[config.mk]
export PLATFORM = sky130hd
export DESIGN_NAME = reorder_buffer
export DESIGN_NICKNAME = d
export VERILOG_FILES = /design/src/rtl/util_pkg.sv /design/src/rtl/reorder_buffer.sv
export SDC_FILE = /design/constraint.sdc
export NUM_CORES = 1
export LEC_CHECK = 0
export BUFFER_PORTS_ARGS = -buffer_cell sky130_fd_sc_hd__buf_2
export CORE_MARGIN = 4
export CORE_UTILIZATION = 31
export CTS_CLUSTER_DIAMETER = 30
export DETAILED_ROUTE_END_ITERATION = 12
export GPL_TIMING_DRIVEN = 0
export PLACE_DENSITY_LB_ADDON = 0.3
export SYNTH_ARGS = -nofsm -noshare
export SYNTH_HDL_FRONTEND = slang
export SYNTH_SLANG_ARGS = --single-unit
[constraint.sdc]
create_clock -name clk -period 8.6 [get_ports clk]
set_input_delay 0.86 -clock clk [delete_from_list [all_inputs] [get_ports clk]]
set_output_delay 0.86 -clock clk [all_outputs]
set_load 0.01 [all_outputs]
[src/rtl/util_pkg.sv]
// util_pkg: shared IS/ROB/EX/ARF interface types and reorder-buffer sizing.
package util_pkg;
   localparam int ROB_INDEX_BITS = 3;
   localparam int ROB_ENTRIES = 2**ROB_INDEX_BITS;

   typedef logic [ROB_INDEX_BITS-1:0] ticket_t;

   typedef struct packed {
      logic        valid_request;
      logic        valid_dest;
      logic [4:0]  lreg;
      logic [5:0]  preg;
      logic [5:0]  ppreg;
      logic [5:0]  microoperation;
      logic [31:0] pc;
   } request_t;

   typedef struct packed {
      request_t request_2;
      request_t request_1;
   } new_entries_t;

   typedef struct packed {
      logic    is_full;
      logic    two_empty;
      ticket_t ticket;
   } to_issue_t;

   typedef struct packed {
      logic        valid;
      ticket_t     ticket;
      logic [31:0] data;
      logic        valid_exception;
      logic [3:0]  cause;
      logic [5:0]  preg;
   } ex_update_t;

   typedef struct packed {
      logic        valid_commit;
      logic        valid_write;
      logic        flushed;
      logic        valid_dest;
      logic [4:0]  ldst;
      logic [5:0]  pdst;
      logic [5:0]  ppdst;
      logic [31:0] data;
      logic [31:0] pc;
      ticket_t     ticket;
   } writeback_t;

   typedef struct packed {
      logic        valid;
      logic        pending;
      logic        flushed;
      logic        valid_exception;
      logic        valid_dest;
      logic [4:0]  lreg;
      logic [5:0]  preg;
      logic [5:0]  ppreg;
      logic [5:0]  microoperation;
      logic [31:0] pc;
      logic [3:0]  cause;
   } rob_entry_t;

   function automatic rob_entry_t alloc_entry(request_t r);
      rob_entry_t e;
      e = '0;
      e.valid = 1'b1;
      e.pending = 1'b1;
      e.valid_dest = r.valid_dest;
      e.lreg = r.lreg;
      e.preg = r.preg;
      e.ppreg = r.ppreg;
      e.microoperation = r.microoperation;
      e.pc = r.pc;
      return e;
   endfunction
endpackage

[src/rtl/reorder_buffer.sv]
// reorder_buffer: in-order ROB, dual allocation from issue, out-of-order completion,
// single in-order retirement; an exception at the head flushes everything.
module reorder_buffer
   import util_pkg::*;
(
   input  logic         clk,
   input  logic         rst_n,
   input  new_entries_t new_entries_i,
   output to_issue_t    to_issue_o,
   input  ex_update_t   ex_update_i,
   output writeback_t   writeback_o
);
   localparam int CW = ROB_INDEX_BITS + 1;

   rob_entry_t  rob_q [ROB_ENTRIES];
   logic [31:0] data_q [ROB_ENTRIES];
   ticket_t     head_q, head_d, tail_q, tail_d, tail_p1;
   logic [CW-1:0] count_q, count_d;
   rob_entry_t  head_e;
   logic        is_full, two_empty, acc_1, acc_2, commit, flush, unused_bits;

   assign head_e    = rob_q[head_q];
   assign tail_p1   = tail_q + 1'b1;
   assign is_full   = count_q == CW'(ROB_ENTRIES);
   assign two_empty = count_q <= CW'(ROB_ENTRIES - 2);
   assign acc_1     = new_entries_i.request_1.valid_request && !is_full;
   assign acc_2     = new_entries_i.request_1.valid_request && new_entries_i.request_2.valid_request && two_empty;
   assign commit    = head_e.valid && !head_e.pending;
   assign flush     = commit && head_e.valid_exception;
   assign to_issue_o = '{is_full: is_full, two_empty: two_empty, ticket: tail_q};
   assign unused_bits = ^{head_e.microoperation, head_e.cause, head_e.flushed, ex_update_i.preg};

   always_comb begin
      head_d  = flush ? '0 : head_q + ROB_INDEX_BITS'(commit);
      tail_d  = flush ? '0 : tail_q + ROB_INDEX_BITS'(acc_1) + ROB_INDEX_BITS'(acc_2);
      count_d = flush ? '0 : count_q + CW'(acc_1) + CW'(acc_2) - CW'(commit);
   end

   always_comb begin
      writeback_o = '0;
      if (commit) begin
         writeback_o.valid_commit = 1'b1;
         writeback_o.valid_write  = head_e.valid_dest && !head_e.valid_exception;
         writeback_o.flushed      = head_e.valid_exception;
         writeback_o.valid_dest   = head_e.valid_dest;
         writeback_o.ldst         = head_e.lreg;
         writeback_o.pdst         = head_e.preg;
         writeback_o.ppdst        = head_e.ppreg;
         writeback_o.data         = data_q[head_q];
         writeback_o.pc           = head_e.pc;
         writeback_o.ticket       = head_q;
      end
   end

   // Later assignments win: a flush overrides same-cycle allocation and completion.
   always_ff @(posedge clk or negedge rst_n) begin
      if (!rst_n) begin
         head_q  <= '0;
         tail_q  <= '0;
         count_q <= '0;
         for (int i = 0; i < ROB_ENTRIES; i++) begin
            rob_q[i]  <= '0;
            data_q[i] <= '0;
         end
      end else begin
         head_q  <= head_d;
         tail_q  <= tail_d;
         count_q <= count_d;
         if (ex_update_i.valid && rob_q[ex_update_i.ticket].valid) begin
            rob_q[ex_update_i.ticket].pending         <= 1'b0;
            rob_q[ex_update_i.ticket].valid_exception <= ex_update_i.valid_exception;
            rob_q[ex_update_i.ticket].cause           <= ex_update_i.cause;
            data_q[ex_update_i.ticket]                <= ex_update_i.data;
         end
         if (commit) rob_q[head_q].valid <= 1'b0;
         if (acc_1) rob_q[tail_q] <= alloc_entry(new_entries_i.request_1);
         if (acc_2) rob_q[tail_p1] <= alloc_entry(new_entries_i.request_2);
         if (flush)
            for (int i = 0; i < ROB_ENTRIES; i++) rob_q[i].valid <= 1'b0;
      end
   end
endmodule

==> results.txt <==
The run gives 49.1% as the fraction of the yosys area taken by sequential cells. Grouping stages by cell kind, the critical path spends the most delay in buffers and inverters. The tools report the library cell used as clock root buffer as clkbuf_16. The worst path meets setup with 2.72 ns of slack.

For the worst-skew pair, the clock arrives at the later sink with an insertion delay of 0.75 ns. The most common cell in the netlist is dfrtp_1. The final max-slew violation count is 99.

The tools report the category of the worst setup path launch point as a flip-flop. The tools report the number of nets in the layout as 3696. The height of the die was 345 µm. The tools report the number of standard-cell rows in the floorplan as 123. After detailed routing, the number of remaining DRC violations is 0.

The cell area after synthesis was 35200 µm². The die covers 119000 µm². The design draws 19.3 mW. The tightest min-delay check is of the in2async type. The number of nets handed over by synthesis was 3401.

Dividing the detail-routed via count by the number of cells gives 5.88. Data arrival time at the worst-slack endpoint: 5.02 ns. The first global-routing pass estimated 236000 µm of wire. The highest cell delay on the worst timing path was 1.24 ns; the depth of the worst register-to-register path was 14. Clock tree synthesis found a total of 690 sinks.

Data on the critical path is required at its endpoint by 7.74 ns. The number of max-capacitance violations reported was 9. In this run the static leakage power is 19.0 nW. During synthesis, Yosys emitted a total of 0 warnings. By area the synthesized netlist is led by dfrtp_1 (49%), mux2i_1 (13%), mux2_2 (8.6%), nand2_1 (5.1%), o21ai_0 (4.3%). The total half-perimeter wirelength after legalization and detailed placement is 112000 µm. The I/O pin count was 256; the share of the synthesized area in the top cell type was 49.1%. For this run, the top clock speed supported by timing is 170 MHz.

The count of cells in the finished layout, fillers not included, comes to 5166. The worst-case IR drop observed on VDD is 0.197 mV. The highest net fanout along the worst path works out to 10. For the total setup buffers inserted after CTS, the log shows 0.

Counting every instance in the synthesized netlist gives 3226. The worst setup path is captured at an output pin. The post-route netlist has 26.2% of its cells at a drive strength greater than 1. In the final routed layout, each cell accounts on average for 33.2 µm.

Setup repair after global routing left no endpoint under its margin. The setup skew after layout is 0.0240 ns. The number of antenna violations at the first check in global routing is 42. Among the stages of the critical path, the cell type that occurs most often is buf_4. Once detail routing completed, the nets flagged for antenna violations numbered 0.

In this run the tightest slew margin relative to its limit is -8.20%. For this design, the CTS-stage hold fixing added 0 buffers. Counting flops with an async set or reset pin after synthesis yields a share of 100%. Worst-margin pin slew: 1.62 ns. In this run the number of cells on the critical path is 8. The pin count of the biggest net entering global routing came out at 116. For the final-report hold violation count, the log shows 0. The largest individual stage delay along the critical path comes from the cell clkbuf_1. The synthesis-to-finish area growth is 23.2%.

Leading area contributor after synthesis: dfrtp_1. The number of vias after detailed routing was 30.4k; the violation count after the first detailed-routing iteration was 4527. The length of the first detailed-routing pass in iterations is 8.

For this run, the leading register cell type out of synthesis is dfrtp_1. The sum of buffers and inverters on the critical path was 5; the worst setup timing slack at the placement stage was 3.77 ns. The tools report the global-route usage over all layers as 28.3%. After global routing the overflow that remains totals 0.

The number of register bits inferred by synthesis was 690. Traced cell by cell, the critical path runs through buf_6 -> buf_4 -> buf_4 -> nand2_1 -> clkbuf_1 -> o22ai_1 -> nor4_2 -> buf_2. The commonest cells after synthesis are dfrtp_1 (690), nand2_1 (473), mux2i_1 (464).

In this run, post-CTS repair resized a total of 0 instances. Setup violations remaining at the end of the flow were counted as 0. Wires add up to 172000 µm. The final reports fail on capacitance limit, slew limit. The die is 345 µm wide. Counting tap cells, the placed design contains a total of 4864 instances. The power density relative to cell area works out to 444 nW/µm². The share of the clock period used by the worst path after layout was 68.4%; the area inside the core boundary was 112000 µm². The number of buffers added by the clock tree synthesis step was 155; the minimum clock period after layout was 5.88 ns.

The flow ran to the end, but the final reports show violations. After clock tree synthesis, the clock-pin slew on the worst setup and hold paths is 0.05 ns. For the number of global-route vias before repair, the log shows 29.6k. TritonCTS built the clock tree.

The type of the setup path with the least slack was reg2out. Routability-driven placement finished with a final weighted congestion of 0.982. The post-synthesis cell type count is 80, and the mean instance size in the synthesized netlist is 10.9 µm². In this run the number of H-tree levels came out at 4. In this run the tool buffered the top-level ports with 129 buffer cells.

The synthesized design contains 0 enable-type register cells. Once the floorplan was initialized, standard cells occupied 31.3% of the core. Number of buffers on the longest clock path: 3.
power by group:
group	internal (mW)	switching (mW)
registers	4.87	0.915
logic	2.68	4.72
clock network	4.10	1.96
total	11.7	7.60
final cells by class:
| type | count | area, µm² |
|---|---|---|
| clock buffers | 218 | 4510 |
| plain buffers | 359 | 1850 |
| flip-flops and latches | 690 | 17300 |
| multi-input cells | 2162 | 16000 |
| diodes | 28 | 70.1 |
| clock inverters | 56 | 820 |
| fillers | 11000 | 69200 |
| well taps | 1500 | 1880 |
| repair buffers | 138 | 856 |
| inverters | 15 | 56.3 |
state kept, by name, indices dropped and copies added (netlist names):
| signal | count |
|---|---|
| data_q | 256 |
| head_q | 3 |
| rob_q | 424 |
| tail_q | 3 |
| count_q | 4 |
through the flow:
| stage | hold WS [ns] | utilization, % | cell area [µm²] | setup TNS, ns |
|---|---|---|---|---|
| after global routing | 0.170 | 38.4 | 43300 | 0 |
| after detailed placement | 0.469 | 33.7 | 37900 | 0 |
| final | 0.121 | 38.5 | 43300 | 0 |
| after floorplan | 0.450 | - | 35200 | 0 |
| after global placement | 0.462 | 33.5 | 37700 | -6131.89 |
| after CTS | 0.133 | 38.4 | 43200 | 0 |
layer usage:
| metal | up-vias | track usage, % | share of wire, % |
|---|---|---|---|
| li1 | 12300 | - | - |
| met1 | 15500 | 35.4 | 38 |
| met2 | 2043 | 41.2 | 43 |
| met3 | 580 | 9.75 | 11 |
| met4 | 26 | 19.0 | 7.7 |
| met5 | - | 0 | 0.091 |
placed cells by master, fill, tap and decap left out, types with 12 or more instances in the layout:
| cell type | instances |
|---|---|
| nand2_1 | 473 |
| a21oi_1 | 12 |
| o221ai_1 | 72 |
| clkinv_2 | 24 |
| bufinv_16 | 16 |
| clkbuf_16 | 159 |
| diode_2 | 28 |
| dfrtp_1 | 690 |
| nand2b_1 | 15 |
| nor2_1 | 36 |
| buf_4 | 39 |
| buf_2 | 286 |
| mux2i_1 | 464 |
| inv_1 | 13 |
| nor4_4 | 31 |
| o22ai_1 | 167 |
| clkbuf_1 | 153 |
| clkbuf_2 | 18 |
| clkbuf_8 | 31 |
| o22a_1 | 20 |
| nor3_1 | 29 |
| o21ai_1 | 118 |
| o21ai_0 | 303 |
| mux2_2 | 267 |
worst paths after layout:
| kind | from | to | slack (ns) |
|---|---|---|---|
| min in group clk | new_entries_i[79] | rob_q[346] | 0.42 |
| hold reg to reg | rob_q[382] | rob_q[382] | 0.48 |
| hold / removal | rst_n | data_q[39] | 0.12 |
| setup reg to reg | head_q[0] | count_q[2] | 4.52 |
| setup / recovery | head_q[0] | writeback_o[83] | 2.72 |
| max in group asynchronous | rst_n | rob_q[497] | 6.47 |
cell families (layout without fill, tap and decap cells):
family | count (synthesis) | in the layout | synth area share [%]
AO/OA/AOI/OAI | 749 | 749 | 13.0
buffers and inverters | 374 | 786 | 5.37
flip-flops | 690 | 690 | 49.1
XOR/XNOR | 5 | 5 | 0.146
adder cells (fa/ha/maj) | 12 | 12 | 0.491
multiplexers | 733 | 733 | 21.9
AND/OR/NAND/NOR | 663 | 663 | 10.0
other | 0 | 28 | 0
(Power assumes the default switching activity.)
